### config.mk
export PLATFORM = sky130hd
export DESIGN_NAME = rtc_bus_responder_flat
export DESIGN_NICKNAME = d
export VERILOG_FILES = /design/src/rtl/rtc_bus_if.sv /design/src/rtl/rtc_bus_responder.sv /design/src/flat_wrapper.sv
export SDC_FILE = /design/constraint.sdc
export NUM_CORES = 1
export LEC_CHECK = 0
export ABC_CLOCK_PERIOD_IN_PS = 4700
export CAP_MARGIN = 20
export CORE_UTILIZATION = 37
export DETAILED_ROUTE_END_ITERATION = 10
export GPL_TIMING_DRIVEN = 0
export PLACE_DENSITY_LB_ADDON = 0.1
export SYNTH_ARGS = -nofsm -noshare
export SYNTH_HDL_FRONTEND = slang
export SYNTH_SLANG_ARGS = --single-unit
### constraint.sdc
create_clock -name clock -period 4.7 [get_ports clock]
set_input_delay 0.47 -clock clock [delete_from_list [all_inputs] [get_ports clock]]
set_output_delay 0.47 -clock clock [all_outputs]
set_load 0.05 [all_outputs]
### src/rtl/rtc_bus_if.sv
// Multiplexed address/data RTC bus: master drives ADin and the active-low strobes,
// responder returns ADout qualified by ad_oe.
interface rtc_bus_if;
    logic [7:0] ADin;
    logic       ad;
    logic       cs;
    logic       wr;
    logic       rd;
    logic [7:0] ADout;
    logic       ad_oe;

    modport master (output ADin, ad, cs, wr, rd, input ADout, ad_oe);
    modport slave  (input ADin, ad, cs, wr, rd, output ADout, ad_oe);
endinterface

### src/rtl/rtc_bus_responder.sv
// Responder end of the RTC bus: address/data phase decode, BCD register file and timekeeping.
// Define TICK_GEN_EN to derive the 1 Hz tick internally from CLK_HZ instead of tick_1hz.
module rtc_bus_responder #(
    parameter int unsigned CLK_HZ    = 100000000,
    parameter logic [7:0]  IDLE_DATA = 8'hFF
) (
    input  logic       clock,
    input  logic       reset,
    input  logic       tick_1hz,
    rtc_bus_if.slave   bus,
    output logic [7:0] addr_q
);
    typedef enum logic [1:0] {S_IDLE = 2'd0, S_ADDR = 2'd1, S_DATA = 2'd2} state_t;

    state_t     state_q, state_d;
    logic       ad_s_q, cs_s_q, wr_s_q, rd_s_q, wr_p_q;
    logic [7:0] adin_s_q;
    logic [7:0] addr_d;
    logic [7:0] adout_q, adout_d;
    logic       ad_oe_q, ad_oe_d;
    logic       pend_q, pend_d;
    logic [7:0] ctrl_q, sec_q, min_q, hour_q, date_q, month_q, year_q, wday_q;
    logic [7:0] ctrl_d, sec_d, min_d, hour_d, date_d, month_d, year_d, wday_d;
    logic [8:0] sec_st_s, min_st_s, hour_st_s, date_st_s, month_st_s, year_st_s, wday_st_s;
    logic       tick_s, wr_rise_s, reading_s, do_tick_s, wr_en_s;
    logic       inc_min_s, inc_hour_s, inc_date_s, inc_month_s, inc_year_s;
    logic [7:0] rd_mux_s;
    logic       unused_carry_s;

    // Returns {carry, next}; any value at or past max_v (including illegal digits) wraps.
    function automatic logic [8:0] bcd_step(input logic [7:0] v, input logic [7:0] max_v,
                                            input logic [7:0] wrap_v);
        logic [8:0] r;
        if (v >= max_v) r = {1'b1, wrap_v};
        else if (v[3:0] >= 4'd9) r = {1'b0, v[7:4] + 4'd1, 4'd0};
        else r = {1'b0, v[7:4], v[3:0] + 4'd1};
        return r;
    endfunction

    // 12h: 11->12 toggles PM and carries only on the PM->AM turn; 12->01 keeps PM.
    function automatic logic [8:0] hour_step(input logic [7:0] h, input logic mode12);
        logic [8:0] r;
        if (mode12) begin
            if (h[6:0] == 7'h11) r = {h[7], ~h[7], 7'h12};
            else if (h[6:0] >= 7'h12) r = {1'b0, h[7], 7'h01};
            else if (h[3:0] >= 4'd9) r = {1'b0, h[7], h[6:4] + 3'd1, 4'd0};
            else r = {1'b0, h[7], h[6:4], h[3:0] + 4'd1};
        end else begin
            r = bcd_step({2'b00, h[5:0]}, 8'h23, 8'h00);
        end
        return r;
    endfunction

`ifdef TICK_GEN_EN
    localparam int unsigned CW = (CLK_HZ > 1) ? $clog2(CLK_HZ) : 1;
    logic [CW-1:0] div_q, div_d;
    logic          unused_tick_s;
    assign unused_tick_s = tick_1hz;

    // Free-running divider producing one tick every CLK_HZ clocks.
    always_comb begin
        if (div_q == CW'(CLK_HZ - 1)) begin
            div_d  = '0;
            tick_s = 1'b1;
        end else begin
            div_d  = div_q + CW'(1);
            tick_s = 1'b0;
        end
    end

    // Divider register.
    always_ff @(posedge clock or negedge reset) begin
        if (!reset) div_q <= '0;
        else        div_q <= div_d;
    end
`else
    logic [31:0] unused_clk_hz_s;
    assign unused_clk_hz_s = CLK_HZ;
    assign tick_s = tick_1hz;
`endif

    // Read mux over the register map.
    always_comb begin
        case (addr_q)
            8'h00:   rd_mux_s = ctrl_q;
            8'h21:   rd_mux_s = sec_q;
            8'h22:   rd_mux_s = min_q;
            8'h23:   rd_mux_s = hour_q;
            8'h24:   rd_mux_s = date_q;
            8'h25:   rd_mux_s = month_q;
            8'h26:   rd_mux_s = year_q;
            8'h27:   rd_mux_s = wday_q;
            default: rd_mux_s = IDLE_DATA;
        endcase
    end

    // Phase FSM, address latch and read drive.
    always_comb begin
        state_d = state_q;
        addr_d  = addr_q;
        ad_oe_d = 1'b0;
        adout_d = IDLE_DATA;
        case (state_q)
            S_IDLE: begin
                if (!cs_s_q) state_d = ad_s_q ? S_DATA : S_ADDR;
                else         state_d = S_IDLE;
            end
            S_ADDR, S_DATA: begin
                if (cs_s_q) state_d = S_IDLE;
                else        state_d = state_q;
            end
            default: state_d = S_IDLE;
        endcase
        if (state_q == S_ADDR && !cs_s_q && wr_rise_s) addr_d = adin_s_q;
        else                                           addr_d = addr_q;
        // The first driving cycle captures the snapshot; it is held until rd rises.
        if (state_q == S_DATA && !cs_s_q && !rd_s_q && wr_s_q) begin
            ad_oe_d = 1'b1;
            adout_d = ad_oe_q ? adout_q : rd_mux_s;
        end else begin
            ad_oe_d = 1'b0;
            adout_d = IDLE_DATA;
        end
    end

    // Timekeeping ripple with deferred tick, then the bus write overrides its target.
    always_comb begin
        wr_rise_s   = wr_s_q & ~wr_p_q;
        wr_en_s     = (state_q == S_DATA) & ~cs_s_q & wr_rise_s;
        reading_s   = (state_q == S_DATA) & ~rd_s_q;
        do_tick_s   = ~reading_s & (tick_s | pend_q);
        pend_d      = reading_s ? (pend_q | tick_s) : 1'b0;
        sec_st_s    = bcd_step(sec_q, 8'h59, 8'h00);
        min_st_s    = bcd_step(min_q, 8'h59, 8'h00);
        hour_st_s   = hour_step(hour_q, ctrl_q[4]);
        date_st_s   = bcd_step(date_q, 8'h31, 8'h01);
        month_st_s  = bcd_step(month_q, 8'h12, 8'h01);
        year_st_s   = bcd_step(year_q, 8'h99, 8'h00);
        wday_st_s   = bcd_step(wday_q, 8'h07, 8'h01);
        unused_carry_s = year_st_s[8] ^ wday_st_s[8];
        inc_min_s   = do_tick_s & sec_st_s[8];
        inc_hour_s  = inc_min_s & min_st_s[8];
        inc_date_s  = inc_hour_s & hour_st_s[8];
        inc_month_s = inc_date_s & date_st_s[8];
        inc_year_s  = inc_month_s & month_st_s[8];
        ctrl_d  = ctrl_q;
        sec_d   = do_tick_s   ? sec_st_s[7:0]   : sec_q;
        min_d   = inc_min_s   ? min_st_s[7:0]   : min_q;
        hour_d  = inc_hour_s  ? hour_st_s[7:0]  : hour_q;
        date_d  = inc_date_s  ? date_st_s[7:0]  : date_q;
        month_d = inc_month_s ? month_st_s[7:0] : month_q;
        year_d  = inc_year_s  ? year_st_s[7:0]  : year_q;
        wday_d  = inc_date_s  ? wday_st_s[7:0]  : wday_q;
        if (wr_en_s) begin
            case (addr_q)
                8'h00:   ctrl_d  = adin_s_q;
                8'h21:   sec_d   = adin_s_q;
                8'h22:   min_d   = adin_s_q;
                8'h23:   hour_d  = adin_s_q;
                8'h24:   date_d  = adin_s_q;
                8'h25:   month_d = adin_s_q;
                8'h26:   year_d  = adin_s_q;
                8'h27:   wday_d  = adin_s_q;
                default: ctrl_d  = ctrl_q;
            endcase
        end else begin
            ctrl_d = ctrl_q;
        end
    end

    // Input registers and wr edge history.
    always_ff @(posedge clock or negedge reset) begin
        if (!reset) begin
            ad_s_q   <= 1'b1;
            cs_s_q   <= 1'b1;
            wr_s_q   <= 1'b1;
            rd_s_q   <= 1'b1;
            wr_p_q   <= 1'b1;
            adin_s_q <= 8'h00;
        end else begin
            ad_s_q   <= bus.ad;
            cs_s_q   <= bus.cs;
            wr_s_q   <= bus.wr;
            rd_s_q   <= bus.rd;
            wr_p_q   <= wr_s_q;
            adin_s_q <= bus.ADin;
        end
    end

    // FSM state, bus outputs and register file.
    always_ff @(posedge clock or negedge reset) begin
        if (!reset) begin
            state_q <= S_IDLE;
            addr_q  <= 8'hFF;
            adout_q <= IDLE_DATA;
            ad_oe_q <= 1'b0;
            pend_q  <= 1'b0;
            ctrl_q  <= 8'h00;
            sec_q   <= 8'h00;
            min_q   <= 8'h00;
            hour_q  <= 8'h00;
            date_q  <= 8'h01;
            month_q <= 8'h01;
            year_q  <= 8'h00;
            wday_q  <= 8'h01;
        end else begin
            state_q <= state_d;
            addr_q  <= addr_d;
            adout_q <= adout_d;
            ad_oe_q <= ad_oe_d;
            pend_q  <= pend_d;
            ctrl_q  <= ctrl_d;
            sec_q   <= sec_d;
            min_q   <= min_d;
            hour_q  <= hour_d;
            date_q  <= date_d;
            month_q <= month_d;
            year_q  <= year_d;
            wday_q  <= wday_d;
        end
    end

    assign bus.ADout = adout_q;
    assign bus.ad_oe = ad_oe_q;
endmodule

### src/flat_wrapper.sv
// flat-port wrapper written by rule: the top's interface ports become plain ports
module rtc_bus_responder_flat 
#(
    parameter int unsigned CLK_HZ    = 100000000,
    parameter logic [7:0]  IDLE_DATA = 8'hFF
)
  (clock, reset, tick_1hz, addr_q, bus_ADin, bus_ad, bus_cs, bus_wr, bus_rd, bus_ADout, bus_ad_oe);
  rtc_bus_if bus_i ();
  input  logic clock;
  input  logic reset;
  input  logic tick_1hz;
  output logic [7:0] addr_q;
  input wire logic [$bits(bus_i.ADin)-1:0] bus_ADin;
  input wire logic [$bits(bus_i.ad)-1:0] bus_ad;
  input wire logic [$bits(bus_i.cs)-1:0] bus_cs;
  input wire logic [$bits(bus_i.wr)-1:0] bus_wr;
  input wire logic [$bits(bus_i.rd)-1:0] bus_rd;
  output wire logic [$bits(bus_i.ADout)-1:0] bus_ADout;
  output wire logic [$bits(bus_i.ad_oe)-1:0] bus_ad_oe;
  assign bus_i.ADin = bus_ADin;
  assign bus_i.ad = bus_ad;
  assign bus_i.cs = bus_cs;
  assign bus_i.wr = bus_wr;
  assign bus_i.rd = bus_rd;
  assign bus_ADout = bus_i.ADout;
  assign bus_ad_oe = bus_i.ad_oe;
  rtc_bus_responder #(.CLK_HZ(CLK_HZ), .IDLE_DATA(IDLE_DATA)) u_core (.clock(clock), .reset(reset), .tick_1hz(tick_1hz), .bus(bus_i), .addr_q(addr_q));
endmodule
* After elaboration in Yosys (flattened, before gate mapping)
Index checks and enable logic that the tools add are counted.
** Word-level totals
- Register bits :: 97
- Bits of input ports :: 15
- Output and inout bits :: 17
- Logic and storage cells :: 136
** Cells by class
- Add/subtract/negate cells :: 15
- Order comparisons :: 15
- Eq/ne operators :: 12
- Mux-type cells :: 48
- Bitwise gates (word level) :: 16
- Reductions and logical operators :: 11
** Operators with widths (count)
- $mux 8 :: 32
- $pmux 8 s8 :: 1
- $mux 9 :: 7
- $eq 8x6->1 const B :: 7
- $add 4x1->4 const B :: 13
- $ge 4x4->1 const B :: 7
- $ge 8x7->1 const B :: 2
- $mux 7 :: 2
- $and 1x1->1 :: 10
- $ge 8x3->1 const B :: 1
- $ge 8x5->1 const B :: 1
- $ge 8x6->1 const B :: 1
- $ge 8x8->1 const B :: 1
- $logic_not 8->1 :: 1
- $eq 7x5->1 const B :: 1
- $ge 7x5->1 const B :: 1
- $ge 6x6->1 const B :: 1
- $mux 2 :: 3
- $logic_and 1x1->1 :: 5
- $not 1->1 :: 5
- $pmux 2 s2 :: 1
- $add 2x1->3 const B :: 1
- $add 3x1->3 const B :: 1
- $eq 2x1->1 const B :: 1
- other kinds (9) :: 11

* Longest topological paths before layout
- Depth after elaboration :: 12
- Mapped depth :: 12
- Depth with buffers taken out :: 11

* Worst setup path after synthesis
Ideal clock, no wire load.
- Path type :: register to register
- Start point :: register u_core.hour_q[1]
- End point :: register u_core.year_q[2]
- Setup time :: 0.127 ns
- Data arrival time :: 2.559 ns
- Data required time :: 4.573 ns
- Slack :: 2.014 ns
- Stages on the path, launching flop included :: 13
- Path buffers :: 1
- Period minus slack after synthesis :: 2.686 ns
- Path through :: dfrtp_1 -> inv_1 -> ha_1 -> nand2_1 -> nor4_1 -> ha_1 -> inv_1 -> a222oi_1 -> nand4_2 -> or2_1 -> buf_6 -> a221oi_1 -> nor2_1
** Between the ends
- Cells in the longest elaborated chain, start to end :: 9
- Elaborated cells on any way between the ends :: 11
- Classes of those cells :: order compare: 1; eq/ne: 1; mux: 6; bitwise: 3
** RTL lines
- start: declaration :: line rtc_bus_responder.sv:22 : logic [7:0] ctrl_q, sec_q, min_q, hour_q, date_q, month_q, year_q, wday_q;
- start signal: assignment :: line rtc_bus_responder.sv:215 : hour_q <= hour_d;
- $ge 6x6->1 or $eq 7x5->1 (tied branches) :: line rtc_bus_responder.sv:34, rtc_bus_responder.sv:44
- $mux 9, on equally long branches :: line rtc_bus_responder.sv:34, rtc_bus_responder.sv:44
- $mux 9 (*) :: line rtc_bus_responder.sv:43 : if (mode12) begin
- $and 1x1->1 (*) :: line rtc_bus_responder.sv:143 : inc_date_s = inc_hour_s & hour_st_s[8];
- $and 1x1->1 (*) :: line rtc_bus_responder.sv:144 : inc_month_s = inc_date_s & date_st_s[8];
- $and 1x1->1 (*) :: line rtc_bus_responder.sv:145 : inc_year_s = inc_month_s & month_st_s[8];
- $mux 8 (*) :: line rtc_bus_responder.sv:152 : year_d = inc_year_s ? year_st_s[7:0] : year_q;
- $mux 8 :: line rtc_bus_responder.sv:155 : case (addr_q)
- $mux 8 (*) :: line rtc_bus_responder.sv:154 : if (wr_en_s) begin
- net u_core.year_d[2] :: line rtc_bus_responder.sv:23 : logic [7:0] ctrl_d, sec_d, min_d, hour_d, date_d, month_d, year_d, wday_d;
- end signal: assignment :: line rtc_bus_responder.sv:218 : year_q <= year_d;
- end: declaration :: line rtc_bus_responder.sv:22
Mark *: on every way through the listed nets, which the timed path passes. The rest lies on a longest branch.
A chain may end at the register's enable or synchronous reset.

* Final worst setup path
- Start point :: register u_core.hour_q[1]
- End point :: register u_core.month_q[3]
** Between the ends
- Cells in the longest elaborated chain, start to end :: 8
- Elaborated cells on any way between the ends :: 10
- Classes of those cells :: order compare: 1; eq/ne: 1; mux: 6; bitwise: 2
** RTL lines
- $ge 6x6->1 or $eq 7x5->1 (tied branches) :: line rtc_bus_responder.sv:34, rtc_bus_responder.sv:44
- $mux 9, on equally long branches :: line rtc_bus_responder.sv:34, rtc_bus_responder.sv:44
- $mux 9 (*) :: line rtc_bus_responder.sv:43
- $and 1x1->1 (*) :: line rtc_bus_responder.sv:143
- $and 1x1->1 (*) :: line rtc_bus_responder.sv:144
- $mux 8 (*) :: line rtc_bus_responder.sv:151 : month_d = inc_month_s ? month_st_s[7:0] : month_q;
- $mux 8 :: line rtc_bus_responder.sv:155
- $mux 8 (*) :: line rtc_bus_responder.sv:154
- net u_core.month_d[3] :: line rtc_bus_responder.sv:23
- end signal: assignment :: line rtc_bus_responder.sv:217 : month_q <= month_d;
- end: declaration :: line rtc_bus_responder.sv:22
Marked as above.

==> out/metrics.csv <==
metric,value,unit
syn_area_per_cell,9.46,um2
ys.flop_type,dfrtp_1,
hold_class,in -> async,
whs,102,ps
grt_pass1_wl,28.2,mm
vias,5100,
synth_top_area_share,30.8,%
rsz0062_at_grt,false,
worst_slew_pin_slew,951,ps
multi_input_area,3220,um2
regArea,2460,um2
fin_util,44.2,%
finalCritPeriodShare,71.0,%
die-width,129,um
grt_pass1_vias,4981,
combPwrFrac,33.4,%
antenna_found_initial,0,
cts_tree,built,
ys_ff_latch,97,
synth.distinct_cells,74,
root_buffer,clkbuf_16,
clkPwrFrac,26.2,%
critPathRequiredTime,4990,ps
critical_path_class,reg -> reg,
dp_hpwl,12.9,mm
die_h,129,um
area_delta_synth_final,15.0,%
setup_viol,0,
fp.coreArea,15400,um2
wl_per_cell,20.2,um
startpoint_type,register,
timing.fmax,0.300,GHz
hold_viol_final,0,
arrival,3620,ps
place_congestion,0.920,
initial_core_util,38.4,%
end_kind,register,
grt_overflow_total,0,
fin_nets,727,
gr-usage-met3,4.99,%
fillers,1495,
drive_gt1_share,13.3,%
synth.cell_area,5930,um2
grt.total_usage,22.9,%
port-buffer-count,31,
status,"complete, no violations",
grt_max_degree,61,
finalMaxSlewViolations,0,
post_dp_cell_area,6530,um2
cts_buffer_depth,2,
path_clk_slew,80,ps
synth_async_sr_flop_share,100,%
drc,0,
leakagePower,2.75,nW
max-cap-violations,0,
wirelength,17.9,mm
drtIter0Drc,353,
stdcell_area,6820,um2
htree_num_levels,3,
n_antenna_cell,0,
switching_share,38.9,%
cts_post_setup_buffers_inserted,0,
antenna_left,0,
ios,32,
seq_power_share,40.5,%
layout_min_cycle_time,3340,ps
use_met2,37.7,%
numCtsBuffers,9,
grtUsageMet1,30.2,%
synthTopCellsByArea,"dfrtp_1 31%, dfstp_2 11%, ha_1 8.9%",
viasPerCell,5.76,
grt.busiest_layer,met2,
firstDrtPassIters,5,
worst_skew_pair.late_latency,360,ps
synth_largest_area_cell,dfrtp_1,
vdd_drop_max,0.000203,V
syn_nets,684,
crit_fanout,8,
synth_warnings,0,
setup_tns,0,ps
skew,12.0,ps
cts_resized,0,
p_int,0.00173,W
yosysSeqAreaShare,41.4,%
row_count,45,
p_per_area,416,nW/um2
cts_hold_buf,0,
synthesis.instances,627,
numClockSinks,97,
p_sw,0.00110,W
synth-edff-count,0,
dieArea,16500,um2
slew-limit-headroom,36.1,%
## registers in the layout, indices dropped and copies added (netlist names), 2 cells and up
name,count
u_core.bus.ADout,8
u_core.adin_s_q,8
u_core.hour_q,8
u_core.addr_q,8
u_core.ctrl_q,8
u_core.sec_q,8
u_core.min_q,8
u_core.date_q,8
u_core.month_q,8
u_core.wday_q,8
u_core.year_q,8
u_core.state_q,2
## through the flow
step,setup WS [ps],total power [W],std cells
after global placement,-667,0.00208,869
after floorplan,2010,0.00178,627
after global routing,1120,0.00299,886
final,1360,0.00284,886
after detailed placement,1430,0.00210,870
after CTS,1410,0.00285,886
## power by group through the flow
stage	Clock (W)	Combinational, W	Sequential [W]
4_1_cts	0.000757	0.000946	0.00115
2_1_floorplan	0	0.000543	0.00124
5_1_grt	0.000785	0.00103	0.00117
6_report	0.000743	0.000947	0.00115
3_3_place_gp	0	0.000922	0.00115
3_5_place_dp	0	0.000943	0.00116
## Yosys cell counts, types with 5 or more instances
cell / instances
a22oi_1: 13
nor4b_1: 5
o21ai_1: 5
nand2_1: 73
and3_1: 5
inv_1: 32
dfrtp_1: 73
and2_1: 7
a31oi_1: 10
nor3_1: 9
dfstp_2: 24
o21a_1: 6
o22ai_1: 8
a21oi_1: 39
nand2b_1: 5
buf_2: 7
mux4_2: 7
clkbuf_1: 17
a41oi_1: 6
ha_1: 42
a221oi_1: 10
mux2_2: 17
nor2_1: 56
nand4_1: 6
nand3_1: 18
o21ai_0: 40
o31ai_1: 11
## per-layer routing
| metal | part of all wire, % | routed length (um) | up-vias |
|---|---|---|---|
| li1 | - | - | 2375 |
| met1 | 44 | 7900 | 2536 |
| met2 | 49 | 8690 | 166 |
| met3 | 5.5 | 988 | 23 |
| met4 | 1.7 | 313 | 0 |
| met5 | 0 | 0 | - |
## final cells by class
type	instances	area share, %
plain buffers	29	1.91
repair buffers	32	4.92
well taps	211	3.87
flip-flops and latches	97	36.0
inverters	32	1.76
clock buffers	9	3.30
multi-input cells	469	47.3
clock inverters	7	0.936
## final timing paths
path                                  start                 to  slack, ps  depth (start not counted)
min in group clock            u_core.wr_s_q      u_core.wr_p_q        370                          0
max reg2reg                u_core.hour_q[1]  u_core.month_q[3]       1360                         11
max in group asynchronous             reset   u_core.addr_q[3]       3850                          2
min reg2reg                   u_core.wr_s_q      u_core.wr_p_q        370                          0
max                        u_core.hour_q[1]  u_core.month_q[3]       1360                         11
min                                   reset   u_core.hour_q[3]        100                          1
## worst max-delay path: stages, from the launching register on
cell,delay [ps]
dfrtp_1,470
inv_1,120
ha_1,170
nand2_1,80
nor4_1,430
ha_1,240
inv_1,40
a222oi_1,460
nand4_2,320
nor2_1,520
a221oi_1,180
a211oi_2,240
## placed cells by master, fill, tap and decap left out, types with 3 or more instances in the layout
cell	count
o21a_1	6
nand2_1	73
xnor2_1	3
o31ai_1	11
clkbuf_16	9
nor4b_1	5
a31oi_1	10
nor3b_1	4
nor2b_1	4
nand3_1	18
a41oi_1	6
a211oi_1	3
or3b_2	4
and2_1	7
a21oi_1	39
nor3_1	9
mux2_2	17
dfstp_2	24
o21ai_0	40
and3_1	5
ha_1	42
mux4_2	7
a221oi_1	10
nand4_1	6
o22a_1	4
clkbuf_1	17
inv_1	32
o211ai_1	3
nor2_1	56
clkdlybuf4s50_1	30
buf_2	7
nand2b_1	5
o21ai_1	5
o22ai_1	8
a22oi_1	13
xor2_1	4
dfrtp_1	73
## cells by family (layout without fill, tap and decap cells)
family                   Yosys count  in the layout  synth area share [%]
multiplexers                      26             26                  6.50
XOR/XNOR                           7              7                  1.03
flip-flops                        97             97                  41.4
AND/OR/NAND/NOR                  217            217                  18.2
buffers and inverters             61            109                  4.22
AO/OA/AOI/OAI                    176            176                  19.6
adder cells (fa/ha/maj)           43             43                  9.03
No activity file was read; power rests on OpenSTA's default activity.
